$ cat config.mk
export PLATFORM = sky130hd
export DESIGN_NAME = ifu
export DESIGN_NICKNAME = d
export VERILOG_FILES = /design/src/rtl/ifu_pkg.sv /design/src/rtl/ifu_fifo.sv /design/src/rtl/ifu.sv
export SDC_FILE = /design/constraint.sdc
export NUM_CORES = 1
export LEC_CHECK = 0
export CAP_MARGIN = 20
export CORE_MARGIN = 4
export CORE_UTILIZATION = 50
export DETAILED_ROUTE_END_ITERATION = 10
export PLACE_DENSITY = 0.75
export SYNTH_ARGS = -nofsm -noshare
export SYNTH_HDL_FRONTEND = slang
export SYNTH_SLANG_ARGS = --single-unit
$ cat constraint.sdc
create_clock -name clk -period 9.55 [get_ports clk]
set_clock_uncertainty 0.1 [all_clocks]
set_input_delay 0.955 -clock clk [delete_from_list [all_inputs] [get_ports clk]]
set_output_delay 0.955 -clock clk [all_outputs]
set_load 0.02 [all_outputs]
$ cat src/rtl/ifu_pkg.sv
// Shared constants and types for the instruction fetch unit.
// Buffer entries carry the fetched word with its PC and access-fault flag.
package ifu_pkg;

    localparam logic [63:0] PC_RESET_DEFAULT = 64'h0000_0000_8000_0000;
    localparam logic [31:0] INST_NOP         = 32'h0000_0013;

    typedef enum logic {
        ST_FETCH = 1'b0,
        ST_HALT  = 1'b1
    } state_t;

    typedef struct packed {
        logic [63:0] pc;
        logic [31:0] inst;
        logic        err;
    } fifo_entry_t;

    localparam int ENTRY_W = $bits(fifo_entry_t);

endpackage

$ cat src/rtl/ifu_fifo.sv
// Flushable in-order entry buffer; a pushed entry is visible on rd_data the next cycle.
// No internal overflow guard: the caller's credit scheme bounds pushes, pops only when count != 0.
module ifu_fifo #(
    parameter int DEPTH = 2,
    parameter int WIDTH = 97
) (
    input  logic                     clk,
    input  logic                     rst,
    input  logic                     flush,
    input  logic                     push,
    input  logic [WIDTH-1:0]         wr_data,
    input  logic                     pop,
    output logic [WIDTH-1:0]         rd_data,
    output logic [$clog2(DEPTH):0]   count
);
    localparam int PW = $clog2(DEPTH);
    localparam int CW = PW + 1;

    logic [WIDTH-1:0] mem [DEPTH];
    logic [PW-1:0]    wr_ptr;
    logic [PW-1:0]    rd_ptr;

    always_ff @(posedge clk or posedge rst) begin
        if (rst) begin
            wr_ptr <= '0;
            rd_ptr <= '0;
            count  <= '0;
        end else if (flush) begin
            wr_ptr <= '0;
            rd_ptr <= '0;
            count  <= '0;
        end else begin
            if (push) wr_ptr <= wr_ptr + 1'b1;
            if (pop)  rd_ptr <= rd_ptr + 1'b1;
            count <= count + CW'(push) - CW'(pop);
        end
    end

    always_ff @(posedge clk) begin
        if (push && !flush) mem[wr_ptr] <= wr_data;
    end

    assign rd_data = mem[rd_ptr];

endmodule

$ cat src/rtl/ifu.sv
// Instruction fetch unit: PC, credit-limited imem requests, in-order buffer to the decoder; redirect flushes all.
// Entries appear one cycle after their response; requests stop while buffer + in-flight reach FIFO_DEPTH. IFU_PERF_CNT_EN adds perf counters.
module ifu
    import ifu_pkg::*;
#(
    parameter logic [63:0] PC_RESET   = PC_RESET_DEFAULT,
    parameter int          FIFO_DEPTH = 2
) (
    input  logic        clk,
    input  logic        rst,
    output logic        imem_req_valid,
    input  logic        imem_req_ready,
    output logic [63:0] imem_req_addr,
    input  logic        imem_rsp_valid,
    input  logic [31:0] imem_rsp_data,
    input  logic        imem_rsp_err,
    input  logic        redirect_valid,
    input  logic [63:0] redirect_pc,
    output logic        out_valid,
    input  logic        out_ready,
    output logic [31:0] out_inst,
    output logic [63:0] out_pc,
    output logic        out_err
`ifdef IFU_PERF_CNT_EN
    ,
    output logic [63:0] perf_fetch_cnt,
    output logic [63:0] perf_stall_cnt
`endif
);
    localparam int          CW      = $clog2(FIFO_DEPTH) + 1;
    localparam logic [CW:0] DEPTH_W = (CW + 1)'(FIFO_DEPTH);

    state_t        state;
    state_t        state_nxt;
    logic [63:0]   pc;
    logic [CW-1:0] outstanding;
    logic [CW-1:0] discard;
    logic [CW-1:0] occupancy;
    logic [CW-1:0] in_flight;
    logic          req_fire;
    logic          rsp_keep;
    logic          pop;
    fifo_entry_t   wr_entry;
    fifo_entry_t   rd_entry;

    assign imem_req_valid = !rst && (state == ST_FETCH)
                            && (({1'b0, occupancy} + {1'b0, outstanding}) < DEPTH_W);
    assign imem_req_addr  = pc;
    assign req_fire       = imem_req_valid && imem_req_ready;
    assign rsp_keep       = imem_rsp_valid && (discard == '0) && !redirect_valid;
    assign in_flight      = outstanding + CW'(req_fire) - CW'(imem_rsp_valid);
    assign pop            = out_valid && out_ready;

    // Once discards are drained, live fetches have consecutive addresses ending just below pc.
    always_comb begin
        wr_entry.pc   = pc - {{(64 - CW - 2){1'b0}}, outstanding, 2'b00};
        wr_entry.inst = imem_rsp_err ? INST_NOP : imem_rsp_data;
        wr_entry.err  = imem_rsp_err;
    end

    ifu_fifo #(
        .DEPTH (FIFO_DEPTH),
        .WIDTH (ENTRY_W)
    ) u_fifo (
        .clk     (clk),
        .rst     (rst),
        .flush   (redirect_valid),
        .push    (rsp_keep),
        .wr_data (wr_entry),
        .pop     (pop),
        .rd_data (rd_entry),
        .count   (occupancy)
    );

    assign out_valid = (occupancy != '0);
    assign out_inst  = rd_entry.inst;
    assign out_pc    = rd_entry.pc;
    assign out_err   = rd_entry.err;

    always_ff @(posedge clk or posedge rst) begin
        if (rst) begin
            state       <= ST_FETCH;
            pc          <= PC_RESET;
            outstanding <= '0;
            discard     <= '0;
        end else begin
            state       <= state_nxt;
            outstanding <= in_flight;
            if (redirect_valid) begin
                pc      <= redirect_pc & ~64'd3;
                discard <= in_flight;
            end else begin
                if (req_fire) pc <= pc + 64'd4;
                if (imem_rsp_valid && (discard != '0)) discard <= discard - 1'b1;
            end
        end
    end

    always_comb begin
        state_nxt = state;
        if (redirect_valid) begin
            state_nxt = ST_FETCH;
        end else if (rsp_keep && imem_rsp_err) begin
            state_nxt = ST_HALT;
        end
    end

`ifdef IFU_PERF_CNT_EN
    always_ff @(posedge clk or posedge rst) begin
        if (rst) begin
            perf_fetch_cnt <= '0;
            perf_stall_cnt <= '0;
        end else begin
            if (req_fire)               perf_fetch_cnt <= perf_fetch_cnt + 64'd1;
            if (out_valid && !out_ready) perf_stall_cnt <= perf_stall_cnt + 64'd1;
        end
    end
`endif

endmodule

==> out/qor.csv, run 1 <==
stage;metric;value;unit
run_status;outcome;finished clean;
placement;RD Place Congestion;0.836;
timing;minimum clock period;4250;ps
timing;final hold violation count;0;
routing;router iterations before antenna repair;5;
routing;Via density;5.65;
worst_hold_path;Min-Delay Path Class;reg2reg;
timing;fmax;235;MHz
synth;yosys warns;0;
clock_tree;TritonCTS clock tree;yes;
clock_tree;Num CTS Buffers;28;
grt;Remaining Overflow, GRT;0;
synth;largest family of logic cells by synthesized area;simple AND/OR/NAND/NOR gates;
clock_tree;Post-CTS Setup Bufs;0;
timing;actual slew at the worst max-slew pin;1060;ps
clock_tree;# H-tree levels;1;
clock_tree;clk sinks;261;
power_and_ir_drop;Pwr per Cell Area;216;nW/um2
clock_tree;number of buffers on the longest clock path;3;
power_and_ir_drop;Comb pwr share;27.6;%
synth;Synth Area in Adders;1.10;%
worst_setup_path;Startpoint Class;register;
timing;Slew Limit Headroom;29.2;%
power_and_ir_drop;switching pwr;1.06;mW
clock_tree;Clock transition at path regs;60;ps
layout;share of layout cells above drive strength 1;13.9;%
floorplanning;Die Ht;168;um
synth;Post-synth top cells;190 x edfxtp_1, 98 x mux2_2, 85 x nand2_1;
synth;Synth Area in Compound Gates;3.85;%
synth;Syn Area/Cell;12.2;um2
synth;most numerous cell in the Yosys netlist;edfxtp_1;
worst_setup_path;Setup crit end kind;output port;
synth;Yosys top cell area share;44.8;%
synth;cell count after synthesis;1044;
placement;number of port buffers;259;
grt;vias in the first global route;9299;
worst_setup_path;Worst Path Arrival;3200;ps
synth;#FFs+latches synth;261;
grt;first-pass GRT wire length;53.3;mm
routing;post-route ant nets;0;
synth;count of cell types in the netlist;53;
power_and_ir_drop;Leak Pwr;5.73;nW
synth;area leader, netlist;edfxtp_1;
timing;Fin Setup TNS;0;ps
placement;Setup WS pre-CTS;5610;ps
synth;xor-xnor portion of the synthesized cell area;7.08;%
floorplanning;num ports;266;
worst_setup_path;Req. time, crit path;8500;ps
synth;top post-synthesis cells by area;edfxtp_1 45%, dfrtp_1 14%, mux2_2 8.7%;
routing;vias;9160;
power_and_ir_drop;Internal Power;2.50;mW
clock_tree;post_cts resized;0;
worst_setup_path;worst-path fanout max;50;
clock_tree;hold_buf cts;0;
timing;Period Utilization, post-route;44.5;%
floorplanning;row count;58;
layout;P&R area growth vs syn;29.2;%
placement;DP Wirelength;23.7;mm
flow_run;Max-cap violations;0;
synth;Top FF cell, synth;edfxtp_1;
layout;FF/Latch Area;7490;um2
synth;mux contribution to synthesized area;8.74;%
synth;post-synthesis sequential area ratio;58.7;%
routing;initial detailed-routing violation count;626;
timing;Max Slew Vio Count;0;
routing;final wirelength;34.4;mm
routing;# DRC;0;
timing;final setup margin;5300;ps
layout;Layout Nets;1381;
routing;WL per Instance;21.2;um
synth;Post-Synth Simple-Gate Area;17.3;%
synth;Post-Synthesis Cell Area;12700;um2
power_and_ir_drop;Flop pwr share;41.4;%
timing;RSZ-0062 raised after global routing;false;
timing;# setup viols final;0;
synth;Post-synth EDFFs;190;
floorplanning;CORE AREA;25100;um2
clock_tree;CTS root buf;clkbuf_16;
worst_setup_path;kind of critical path;reg2out;
grt;largest net degree at the start of global routing;111;
power_and_ir_drop;peak supply drop;164;uV
power_and_ir_drop;switching share of total power;29.8;%
floorplanning;die area;28100;um2
power_and_ir_drop;clock network fraction of total power;31.1;%
floorplanning;initial core utilization;50.8;%
grt;Tot GR Track Use;23.8;%
synth;ys async rst share;27.2;%
layout;fillers;1936;
layout;multi-input logic area;4870;um2
floorplanning;DIE WIDTH;168;um
clock_tree;Skew-Pair Late Insertion Delay;530;ps
grt;antenna violations before repair;0;
## per-stage QoR
stage / power [mW] / cells / instance area, um2 / utilization [%] / hold slack, ps
4_1_cts: 3.60 / 1619 / 16400 / 65.5 / 449
2_1_floorplan: 2.05 / 1047 / 12800 / - / 395
6_report: 3.56 / 1621 / 16500 / 65.6 / 446
5_1_grt: 3.72 / 1620 / 16500 / 65.6 / 459
3_3_place_gp: 2.47 / 1567 / 15500 / 61.8 / 419
3_5_place_dp: 2.49 / 1567 / 15500 / 61.8 / 428
## routing by layer
layer	track usage [%]	vias up	share of wire [%]	routed length, um
li1	-	4265	-	-
met1	32.6	4452	42	14600
met2	38.7	379	47	16100
met3	5.17	64	7.8	2680
met4	6.88	0	2.9	1010
met5	0	-	0	0
## flip-flops by register name (all words and copies together) (netlist names)
| register | flops |
|---|---|
| u_fifo.count | 2 |
| imem_req_addr | 62 |
| outstanding | 2 |
| discard | 2 |
| u_fifo.mem | 190 |
| u_fifo.rd_ptr | 1 |
| u_fifo.wr_ptr | 1 |
| state | 1 |
## layout make-up
| cell class | instances | area share (%) |
|---|---|---|
| Clock buffer | 34 | 4.52 |
| Clock inverter | 18 | 1.16 |
| Tap cell | 330 | 2.51 |
| Antenna cell | 1 | 0.0152 |
| Sequential cell | 261 | 45.5 |
| Inverter | 19 | 0.433 |
| Multi-Input combinational cell | 687 | 29.6 |
| Timing Repair Buffer | 271 | 16.3 |
## worst max-delay path, cell delays in order (launching register included)
cell and delay, ps:
dfrtp_4 850, buf_4 660, mux2_2 400, clkdlybuf4s50_1 630
## power groups by stage
stage                     Clock, mW  Combinational, mW  Sequential, mW
after floorplan                   0              0.592            1.46
after global placement            0              0.976            1.49
after detailed placement          0              0.988            1.50
after CTS                      1.13              0.993            1.47
after global routing           1.17               1.06            1.49
final                          1.11              0.981            1.47
## cell usage in the layout (no fill, tap or decap), types with 4 or more instances in the layout
cell / n
nor3b_1: 4
nand4_1: 31
nor3_1: 24
nand2_1: 85
dfrtp_1: 69
xnor2_1: 51
nor4_4: 4
o21ai_0: 47
xor2_1: 52
and4_1: 11
edfxtp_1: 190
nand3_1: 37
and2_1: 7
o31ai_1: 5
buf_4: 12
clkinv_2: 6
inv_1: 18
conb_1: 4
ha_1: 8
nor2_1: 49
clkbuf_1: 5
or3_1: 16
and3_1: 13
or2_2: 9
a31oi_1: 14
nand3b_1: 4
clkdlybuf4s50_1: 258
nor4_1: 17
mux2_2: 98
nor3_2: 4
clkbuf_16: 29
bufinv_16: 4
or4_1: 23
clkinv_1: 5
nor2b_1: 36
## final timing paths
check / from / slack, ps / cells after the start / to
setup / recovery: u_fifo.rd_ptr / 5300 / 3 / out_pc[3]
hold / removal: state / 450 / 1 / state
setup reg to reg: imem_req_addr[2] / 5780 / 8 / u_fifo.mem[1][75]
hold reg to reg: state / 450 / 1 / state
max in group asynchronous: rst / 7620 / 3 / u_fifo.rd_ptr
min in group asynchronous: rst / 1010 / 3 / imem_req_addr[8]
## logic make-up (layout without fill, tap and decap cells)
logic type,count (synthesis),after routing
AND/OR/NAND/NOR,389,389
flip-flops,261,261
multiplexers,99,99
XOR/XNOR,103,103
buffers and inverters,99,342
adder cells (fa/ha/maj),10,10
other,1,5
AO/OA/AOI/OAI,82,82
No activity file was read; power rests on OpenSTA's default activity.
==> inputs of run 2 (changes only) <==
CORE_UTILIZATION = 47   (was 50)
PLACE_DENSITY = 0.74   (was 0.75)
clock period = 3.9 ns   (was 9.55 ns; I/O delays follow)
==> run 2 against run 1 <==
Net effect:
- first-iteration DRC count up 20%
- critical path depth up 5
- count of clock-buffer cells in the layout up 3
- sequential power up 140%
- routed wire length up 1.3%
- global-route usage down 0.97 points
- final cell count up 1.5%
- worst hold slack worse by 200 ps
- sequential share of layout area down 0.21 points
- highest routed layer unchanged
==> out/qor.csv, run 2 (same netlist as run 1, synthesis figures left out) <==
stage;metric;value;unit;change
run_status;outcome;finished clean;;
timing;Slew Limit Headroom;30.0;%;+0.72 points
routing;met3 wire len;2.92;mm;+8.9%
floorplanning;num ports;266;;unchanged
timing;fmax;295;MHz;
worst_setup_path;slowest CP cell;or4_4;;
placement;cell area after placement;15700;um2;+1.1%
clock_tree;clk sinks;261;;unchanged
grt;Tot GR Track Use;22.9;%;-0.97 points
routing;final wirelength;34.8;mm;+1.3%
floorplanning;DIE WIDTH;173;um;+3.0%
floorplanning;Die Ht;173;um;+3.0%
placement;DP Wirelength;24.1;mm;+1.8%
timing;minimum clock period;3390;ps;
worst_setup_path;Startpoint Class;register;;
worst_setup_path;cell class contributing the biggest share of worst-path delay;simple AND/OR/NAND/NOR gates;;
layout;Ant. Diodes;0;;-1
layout;share of layout cells above drive strength 1;14.5;%;+0.61 points
grt;first-pass GRT wire length;54.5;mm;+2.3%
power_and_ir_drop;peak supply drop;346;uV;+110%
layout;Layout Nets;1396;;+1.1%
routing;metal2 WL;16.2;mm;+0.58%
worst_setup_path;R2R Setup Slk;510;ps;-5270 ps
timing;Max Slew Vio Count;0;;unchanged
grt;vias in the first global route;9352;;+0.57%
worst_setup_path;CP bufs+invs;1;;-1
worst_setup_path;Setup crit end kind;register;;
clock_tree;post_cts resized;0;;unchanged
grt;Remaining Overflow, GRT;0;;unchanged
worst_setup_path;slowest cell delay on critical path;590;ps;-260 ps
clock_tree;Num CTS Buffers;28;;unchanged
routing;Via density;5.59;;-1.1%
worst_setup_path;Worst Path Arrival;3570;ps;+370 ps
placement;RD Place Congestion;0.854;;+2.1%
layout;Largest register FFs;190;;unchanged
worst_setup_path;reg2reg path depth;8;;unchanged
power_and_ir_drop;Leak Pwr;5.76;nW;+0.66%
layout;most common cell after layout, fill and taps aside;clkdlybuf4s50_1;;
worst_setup_path;worst-path fanout max;11;;-78%
routing;WL per Instance;21.2;um;-0.27%
floorplanning;row count;60;;+3.4%
timing;Period Utilization, post-route;87.0;%;
clock_tree;Skew-Pair Late Insertion Delay;540;ps;about the same
flow_run;Max-cap violations;0;;unchanged
layout;Final Cell Area;16500;um2;+0.46%
worst_setup_path;kind of critical path;reg2reg;;
routing;router iterations before antenna repair;5;;unchanged
grt;largest net degree at the start of global routing;96;;-14%
timing;RSZ-0062 raised after global routing;false;;
timing;final hold violation count;0;;unchanged
clock_tree;number of buffers on the longest clock path;3;;unchanged
clock_tree;TritonCTS clock tree;yes;;
timing;Fin Setup TNS;0;ps;unchanged
floorplanning;die area;29800;um2;+6.1%
clock_tree;Post-CTS Setup Bufs;0;;unchanged
timing;# setup viols final;0;;unchanged
routing;# DRC;0;;unchanged
routing;Metal-1 WL;14.9;mm;+2.0%
layout;post-layout util;61.7;%;-3.9 points
routing;post-route ant nets;0;;unchanged
clock_tree;CTS root buf;clkbuf_16;;
worst_setup_path;Req. time, crit path;4070;ps;-4430 ps
clock_tree;hold_buf cts;0;;unchanged
routing;uppermost layer routed;met4;;
worst_setup_path;Stages on worst setup path;8;;+5
layout;Biggest register;u_fifo.mem;;
floorplanning;CORE AREA;26800;um2;+6.7%
placement;number of port buffers;259;;unchanged
layout;commonest non-fill, non-tap cells in the layout;258 x clkdlybuf4s50_1, 190 x edfxtp_1, 98 x mux2_2;;
routing;initial detailed-routing violation count;751;;+20%
clock_tree;# H-tree levels;1;;unchanged
layout;P&R area growth vs syn;29.7;%;
clock_tree;Clock transition at path regs;60;ps;about the same
routing;vias;9203;;+0.47%
worst_setup_path;CP Cell Sequence;inv_1, ha_1, fa_1, or3b_2, or4_1, or4_4, nor3b_1, xor2_1;;
worst_hold_path;Min-Delay Path Class;in2async;;
power_and_ir_drop;Pwr per Cell Area;516;nW/um2;+140%
timing;actual slew at the worst max-slew pin;1050;ps;-12.9 ps
floorplanning;initial core utilization;47.6;%;-3.2 points
grt;antenna violations before repair;0;;unchanged
run 2: cell count changes in the layout (fill, tap and decap cells not counted), sizes merged:
cell | previous run | this run
clkinvlp | 3 | 2
buf | 13 | 28
diode | 1 | 0
clkbuf | 34 | 37
bufinv | 4 | 1
clkinv | 11 | 12
run 2: metrics by stage:
step | total power, mW | hold slack (ps) | cells | setup WS, ps
after floorplan | 5.01 | 389 | 1047 | 23.9
after global placement | 6.09 | 415 | 1594 | 623
after detailed placement | 6.14 | 420 | 1594 | 555
after CTS | 8.61 | 242 | 1646 | 531
after global routing | 8.94 | 267 | 1646 | 339
final | 8.54 | 243 | 1646 | 507
run 2: worst register-to-register path, stage by stage, from the launching register on:
cell and delay (ps):
dfrtp_1 430, inv_1 140, ha_1 210, fa_1 210, or3b_2 520, or4_1 500, or4_4 590, nor3b_1 300
xor2_1 120
run 2: path summary, 6_finish.rpt:
kind	start	endpoint
min in group clk	redirect_valid	u_fifo.rd_ptr
max reg2reg	imem_req_addr[2]	u_fifo.mem[1][75]
min	rst	imem_req_addr[43]
min reg2reg	state	state
max	imem_req_addr[2]	u_fifo.mem[1][75]
max in group asynchronous	rst	imem_req_addr[31]
run 2: metal layers:
layer  GRT usage, %  vias to the layer above
met2           37.1                      360
li1               -                     4293
met4           5.92                        0
met3           5.99                       51
met5              0                        -
met1           31.0                     4499
run 2: area by class of cell:
| type | count | area (um2) |
|---|---|---|
| clock buffers | 37 | 734 |
| repair buffers | 286 | 2830 |
| fillers | 2134 | 10300 |
| flip-flops and latches | 261 | 7490 |
| multi-input cells | 687 | 4870 |
| well taps | 341 | 427 |
| inverters | 19 | 71.3 |
| clock inverters | 15 | 113 |
run 2: where the power goes:
part	internal, mW	total [mW]	switching (mW)
sequential	3.31	3.59	0.281
combinational	1.22	2.49	1.27
clock	1.39	2.46	1.07
